File: config.mk
export PLATFORM = sky130hd
export DESIGN_NAME = opendap_ap_mux
export DESIGN_NICKNAME = d
export VERILOG_FILES = /design/src/rtl/opendap_ap_mux_pkg.sv /design/src/rtl/opendap_ap_watchdog.sv /design/src/rtl/opendap_ap_mux.sv
export SDC_FILE = /design/constraint.sdc
export NUM_CORES = 1
export LEC_CHECK = 0
export BUFFER_PORTS_ARGS = -buffer_cell sky130_fd_sc_hd__clkbuf_2
export CORE_AREA = 5 5 105 107
export CTS_CLUSTER_DIAMETER = 40
export DETAILED_ROUTE_END_ITERATION = 16
export DIE_AREA = 0 0 110 112
export GPL_TIMING_DRIVEN = 0
export PLACE_DENSITY = 0.66
export SYNTH_ARGS = -nofsm -noshare
export SYNTH_HDL_FRONTEND = slang
export SYNTH_SLANG_ARGS = --single-unit
File: constraint.sdc
create_clock -name swclk -period 1.8 [get_ports swclk]
set_clock_uncertainty 0.15 [all_clocks]
set_input_delay 0.36 -clock swclk [delete_from_list [all_inputs] [get_ports swclk]]
set_output_delay 0.36 -clock swclk [all_outputs]
set_load 0.1 [all_outputs]
File: src/rtl/opendap_ap_mux_pkg.sv
// Shared types and width helpers for the opendap AP interconnect.
// Holds the FSM state encoding, the response-source encoding and a minimum-width helper.
package opendap_ap_mux_pkg;

    typedef enum logic {
        ST_IDLE = 1'b0,
        ST_BUSY = 1'b1
    } state_t;

    typedef enum logic {
        SRC_LOCAL = 1'b0,
        SRC_AP    = 1'b1
    } src_t;

    // clog2 that never collapses to a zero-width vector
    function automatic int unsigned min_width(input int unsigned n);
        return (n > 1) ? $clog2(n) : 1;
    endfunction

endpackage

File: src/rtl/opendap_ap_watchdog.sv
// Busy-cycle counter for the AP mux; expire is high in the BUSY cycle that
// completes TIMEOUT_CYCLES cycles without a response. Only instantiated when TIMEOUT_CYCLES > 0.
module opendap_ap_watchdog
    import opendap_ap_mux_pkg::*;
#(
    parameter int unsigned TIMEOUT_CYCLES = 8
) (
    input  logic clk,
    input  logic rst_n,
    input  logic clear,
    input  logic enable,
    output logic expire
);

    localparam int unsigned CW = min_width(TIMEOUT_CYCLES + 1);
    localparam logic [CW-1:0] LAST = CW'(TIMEOUT_CYCLES - 1);
    localparam logic [CW-1:0] TOP  = CW'(TIMEOUT_CYCLES);

    logic [CW-1:0] count;

    always_ff @(posedge clk or negedge rst_n) begin
        if (!rst_n) begin
            count <= '0;
        end else if (clear) begin
            count <= '0;
        end else if (enable && (count != TOP)) begin
            count <= count + CW'(1);
        end
    end

    assign expire = enable && !clear && (count == LAST);

endmodule

File: src/rtl/opendap_ap_mux.sv
// Routes the DP's single AP access port to N_APS downstream APs and muxes the
// response back; unmapped/disabled APs are answered locally, hung APs are aborted.
module opendap_ap_mux
    import opendap_ap_mux_pkg::*;
#(
    parameter int unsigned N_APS          = 4,
    parameter logic [7:0]  AP_SEL_BASE    = 8'h00,
    parameter int unsigned TIMEOUT_CYCLES = 0,
    parameter bit          UNMAPPED_ERR   = 1'b0
) (
    input  logic                  swclk,
    input  logic                  rst_n_por,
    input  logic [7:0]            up_sel,
    input  logic [5:0]            up_addr,
    input  logic [31:0]           up_wdata,
    input  logic                  up_wen,
    input  logic                  up_ren,
    input  logic                  up_abort,
    output logic [31:0]           up_rdata,
    output logic                  up_rdy,
    output logic                  up_err,
    input  logic [N_APS-1:0]      ap_en,
    output logic [5:0]            ap_addr,
    output logic [31:0]           ap_wdata,
    output logic [N_APS-1:0]      ap_wen,
    output logic [N_APS-1:0]      ap_ren,
    output logic [N_APS-1:0]      ap_abort,
    input  logic [32*N_APS-1:0]   ap_rdata,
    input  logic [N_APS-1:0]      ap_rdy,
    input  logic [N_APS-1:0]      ap_err,
    output logic                  timeout_evt
);

    // state | meaning
    // IDLE  | ready for a strobe; response comes from src (AP idx or local)
    // BUSY  | AP idx owns an outstanding access; waiting for its rdy

    localparam int unsigned IW = min_width(N_APS);

    state_t          state, state_nxt;
    src_t            src, src_nxt;
    logic            local_err, local_err_nxt;
    logic [IW-1:0]   idx, idx_nxt;
    logic            first;

    logic [8:0]       off;
    logic [N_APS-1:0] sel_hit;
    logic             mapped;
    logic             strobe;
    logic             cur_rdy, cur_en, cur_err;
    logic [31:0]      cur_rdata;
    logic             hang_abort;
    logic             wd_expire;

    // 9-bit subtract so selects below the base never wrap into range
    assign off = {1'b0, up_sel} - {1'b0, AP_SEL_BASE};

    always_comb begin
        sel_hit = '0;
        for (int i = 0; i < N_APS; i++) begin
            sel_hit[i] = (off == 9'(i)) && ap_en[i];
        end
    end

    assign mapped    = |sel_hit;
    assign strobe    = up_wen | up_ren;
    assign cur_rdy   = ap_rdy[idx];
    assign cur_en    = ap_en[idx];
    assign cur_err   = ap_err[idx];
    assign cur_rdata = ap_rdata[32*idx +: 32];

    assign ap_addr  = up_addr;
    assign ap_wdata = up_wdata;

    generate
        if (TIMEOUT_CYCLES > 0) begin : g_wd
            opendap_ap_watchdog #(
                .TIMEOUT_CYCLES(TIMEOUT_CYCLES)
            ) u_watchdog (
                .clk    (swclk),
                .rst_n  (rst_n_por),
                .clear  ((state == ST_IDLE) || up_abort),
                .enable (state == ST_BUSY),
                .expire (wd_expire)
            );
        end else begin : g_no_wd
            assign wd_expire = 1'b0;
        end
    endgenerate

    always_ff @(posedge swclk or negedge rst_n_por) begin
        if (!rst_n_por) begin
            state     <= ST_IDLE;
            src       <= SRC_LOCAL;
            local_err <= 1'b0;
            idx       <= '0;
            first     <= 1'b0;
        end else begin
            state     <= state_nxt;
            src       <= src_nxt;
            local_err <= local_err_nxt;
            idx       <= idx_nxt;
            first     <= (state == ST_IDLE) && (state_nxt == ST_BUSY);
        end
    end

    always_comb begin
        state_nxt     = state;
        src_nxt       = src;
        local_err_nxt = local_err;
        idx_nxt       = idx;
        ap_wen        = '0;
        ap_ren        = '0;
        hang_abort    = 1'b0;
        timeout_evt   = 1'b0;
        up_rdy        = 1'b1;

        case (state)
            ST_IDLE: begin
                up_rdy = (src == SRC_AP) ? cur_rdy : 1'b1;
                if (!up_abort && strobe) begin
                    if (mapped) begin
                        ap_wen    = sel_hit & {N_APS{up_wen}};
                        ap_ren    = sel_hit & {N_APS{up_ren}};
                        idx_nxt   = off[IW-1:0];
                        src_nxt   = SRC_AP;
                        state_nxt = ST_BUSY;
                    end else begin
                        src_nxt       = SRC_LOCAL;
                        local_err_nxt = UNMAPPED_ERR;
                    end
                end
            end
            ST_BUSY: begin
                // the AP only drops rdy the cycle after the strobe, so its rdy is stale here
                up_rdy = first ? 1'b0 : cur_rdy;
                if (up_abort) begin
                    state_nxt = ST_IDLE;
                end else if (!first && cur_rdy) begin
                    state_nxt = ST_IDLE;
                end else if (!cur_en || wd_expire) begin
                    hang_abort    = 1'b1;
                    timeout_evt   = cur_en;
                    src_nxt       = SRC_LOCAL;
                    local_err_nxt = 1'b1;
                    state_nxt     = ST_IDLE;
                end
            end
            default: state_nxt = ST_IDLE;
        endcase
    end

    always_comb begin
        for (int i = 0; i < N_APS; i++) begin
            ap_abort[i] = up_abort || (hang_abort && (idx == IW'(i)));
        end
    end

    assign up_rdata = (src == SRC_AP) ? cur_rdata : 32'h0;
    assign up_err   = (src == SRC_AP) ? cur_err   : local_err;

endmodule

==> impl_metrics.tcl <==
set metrics [dict create \
    synth_top_area_cell "mux4_2" \
    start_util_pct 18.3 \
    clock_path_buffers 2 \
    rows 37 \
    yosysWarnings 0 \
    status "complete, but fails checks" \
    io_pins 276 \
    h-tree-depth 1 \
    ys_seq_area_share_pct 8.17 \
    fp.dieW_um 110 \
    setup_slack_ns -0.576 \
    antenna_found_initial 0 \
    crit_fanout 5 \
    maxUsedRoutingLayer "met4" \
    slew_violations 0 \
    drt_iter0_drc 97 \
    drt_pass1_iterations 4 \
    place_inst 544 \
    failed_checks "setup timing" \
    vias_per_cell 4.37 \
    areaGrowthSynthToFinish_pct 150 \
    routed_wl_um 9470 \
    synth-edff-count 0 \
    ant_nets 0 \
    relSlewSlack_pct 63.0 \
    numCtsBuffers 3 \
    grt_max_degree 11 \
    root_buffer "clkbuf_8" \
    die_h_um 112 \
    drv_cap 0 \
    placed_cell_area_um2 3470 \
    cp.required_ns 1.29 \
    avgSynthCellArea_um2 10.7 \
    ff2ff_setup_slack_ns 0.03 \
    fin_setup_tns_ns -21.69 \
    power_leakage_nw 2.19 \
    p_per_area_nw_per_um2 322 \
    dieArea_um2 12300 \
    path_cells "buf_6 > mux4_2 > nor3_4 > a31o_4 > clkbuf_16" \
    synthTopCellsByArea "mux4_2, buf_4, and2_1, dfrtp_1, buf_6" \
    synth_area_um2 1840 \
    vdd_drop_max_uv 254 \
    syn-num-nets 363 \
    routedWlPerCell_um 16.8 \
    grt_pass1_vias 2829 \
    critPathKind "flip-flop to primary output" \
    worstPathArrival_ns 1.87 \
    route.detailed.drc 0 \
    synth_top_area_share_pct 42.9 \
    grt_setup_unrepaired "yes" \
    worstMarginPinSlew_ns 0.557 \
    fin_crit_ns 2.38 \
    drive_gt1_share_pct 93.9 \
    port_buffers 236 \
    synth_common_cells "buf_4, mux4_2, and2_1" \
    yosysMostFrequentCell "buf_4" \
    syn_inst 172 \
    overflow 0 \
    slowest_delay_ns 0.60 \
    via_count 2455 \
    clock-sinks 6 \
    synthArstFlopShare_pct 100 \
    fmax_ghz 0.421 \
    clk_latency_ns 0.22 \
    setup_viol 46 \
    dr_wl_met3_um 1030 \
    ys_seq_elements 6 \
    ys.flop_type "dfrtp_1" \
    cp_slowest_cell "mux4_2" \
    fin_crit_sh_pct 132 \
    final_area_um2 4590 \
    place.gp.congestion 0.761 \
    wl_met2_um 5380 \
    grt_pass1_wl_um 13500 \
    clk_pin_slew_worst_paths_ns 0.03 \
    track_usage_pct 13.8 \
    n_fill_cell 908 \
    core_um2 10000 \
    hold_viol 0 \
    cp-end-kind "primary output" \
    synth_cell_types 32 \
    cts_tree "built" \
    layout.nets 619 \
    n_antenna_cell 0 \
    start_kind "flip-flop" \
    instances_no_fill 562 \
    power_mw 1.48 \
    dpl.hpwl_um 7760 \
    hp-class "primary input to flip-flop" \
    wl_met1_um 2930 \
]
-- path summary, 6_finish.rpt --
path                                    endpoint  depth (start not counted)                  start
min in group asynchronous  local_err$_DFFE_PN0P_                          2              rst_n_por
hold / removal                idx[1]$_DFFE_PN0P_                          2              up_sel[1]
setup / recovery                     ap_abort[3]                          5     idx[0]$_DFFE_PN0P_
max in group asynchronous        state$_DFF_PN0_                          2              rst_n_por
hold reg to reg            local_err$_DFFE_PN0P_                          1  local_err$_DFFE_PN0P_
setup reg to reg                 src$_DFFE_PN0P_                          5     idx[0]$_DFFE_PN0P_
-- kinds of logic after synthesis --
family	after synthesis	share of synthesized area, %
buf+inv	55	21.2
simple gates	60	19.3
flops	6	8.17
mux	40	46.3
other cells	1	0.204
compound gates	10	4.90
-- stage by stage --
step	hold slack, ns	setup WS, ns	util (%)
final	0.321	-0.576	45.7
after global routing	0.343	-0.646	45.7
after CTS	0.317	-0.657	44.7
after detailed placement	0.0458	-0.803	34.6
after global placement	0.0422	-0.794	34.6
after floorplan	-0.0856	-0.880	-
-- registers in the layout, indices dropped and copies added (netlist names) --
name / flops
src: 1
idx: 2
state: 1
local_err: 1
first: 1
-- layout make-up --
type | count | area [µm²] | share of cell area (%)
Inverter | 3 | 11.3 | 0.245
Tap cell | 136 | 170 | 3.71
Sequential cell | 6 | 150 | 3.27
Timing Repair Buffer | 251 | 2180 | 47.4
Multi-Input combinational cell | 111 | 1610 | 35.0
Clock buffer | 3 | 41.3 | 0.899
Buffer | 52 | 432 | 9.40
-- metal layers --
metal  vias to the layer above  track usage [%]
met4                         0             2.91
li1                       1124                -
met1                      1152             13.9
met5                         -                0
met2                       169             28.5
met3                        10             2.26
-- cells in the final DEF, fill, tap and decap left out, types with 2 or more instances in the layout --
cell	n
buf_12	4
mux4_2	35
clkbuf_16	40
inv_1	3
buf_8	2
mux2i_4	2
nor2_4	7
o41ai_4	2
nand2_1	3
dfrtp_1	6
clkbuf_2	193
nand2_8	2
buf_4	51
clkbuf_8	8
a31o_4	2
nor2_1	4
mux2_4	3
o22ai_1	2
nor3_4	3
and2_4	32
buf_6	6
-- critical path: cells and delay by family (launching register included) --
family                 cells  cell delay [ns]
buffers and inverters      2             0.31
DFF                        1             0.33
AOI/OAI and AO/OA          1             0.19
muxes                      1             0.60
and+or+nand+nor            1             0.21
-- power breakdown --
part / switching (mW) / internal, mW
Sequential: 0.00234 / 0.139
Clock: 0.0547 / 0.143
Combinational: 0.665 / 0.472
Total: 0.722 / 0.755
-- repair_timing --
item / in CTS / in global routing
hold buffers: 1 / 0
resized for setup: 152 / 3
pin swaps: 9 / 5
setup buffers: 5 / 8
endpoints found under the hold margin: 6 / 0
setup endpoints to repair: 48 / 48
gates cloned: 0 / 1
Power figures use the tool's default switching activity.
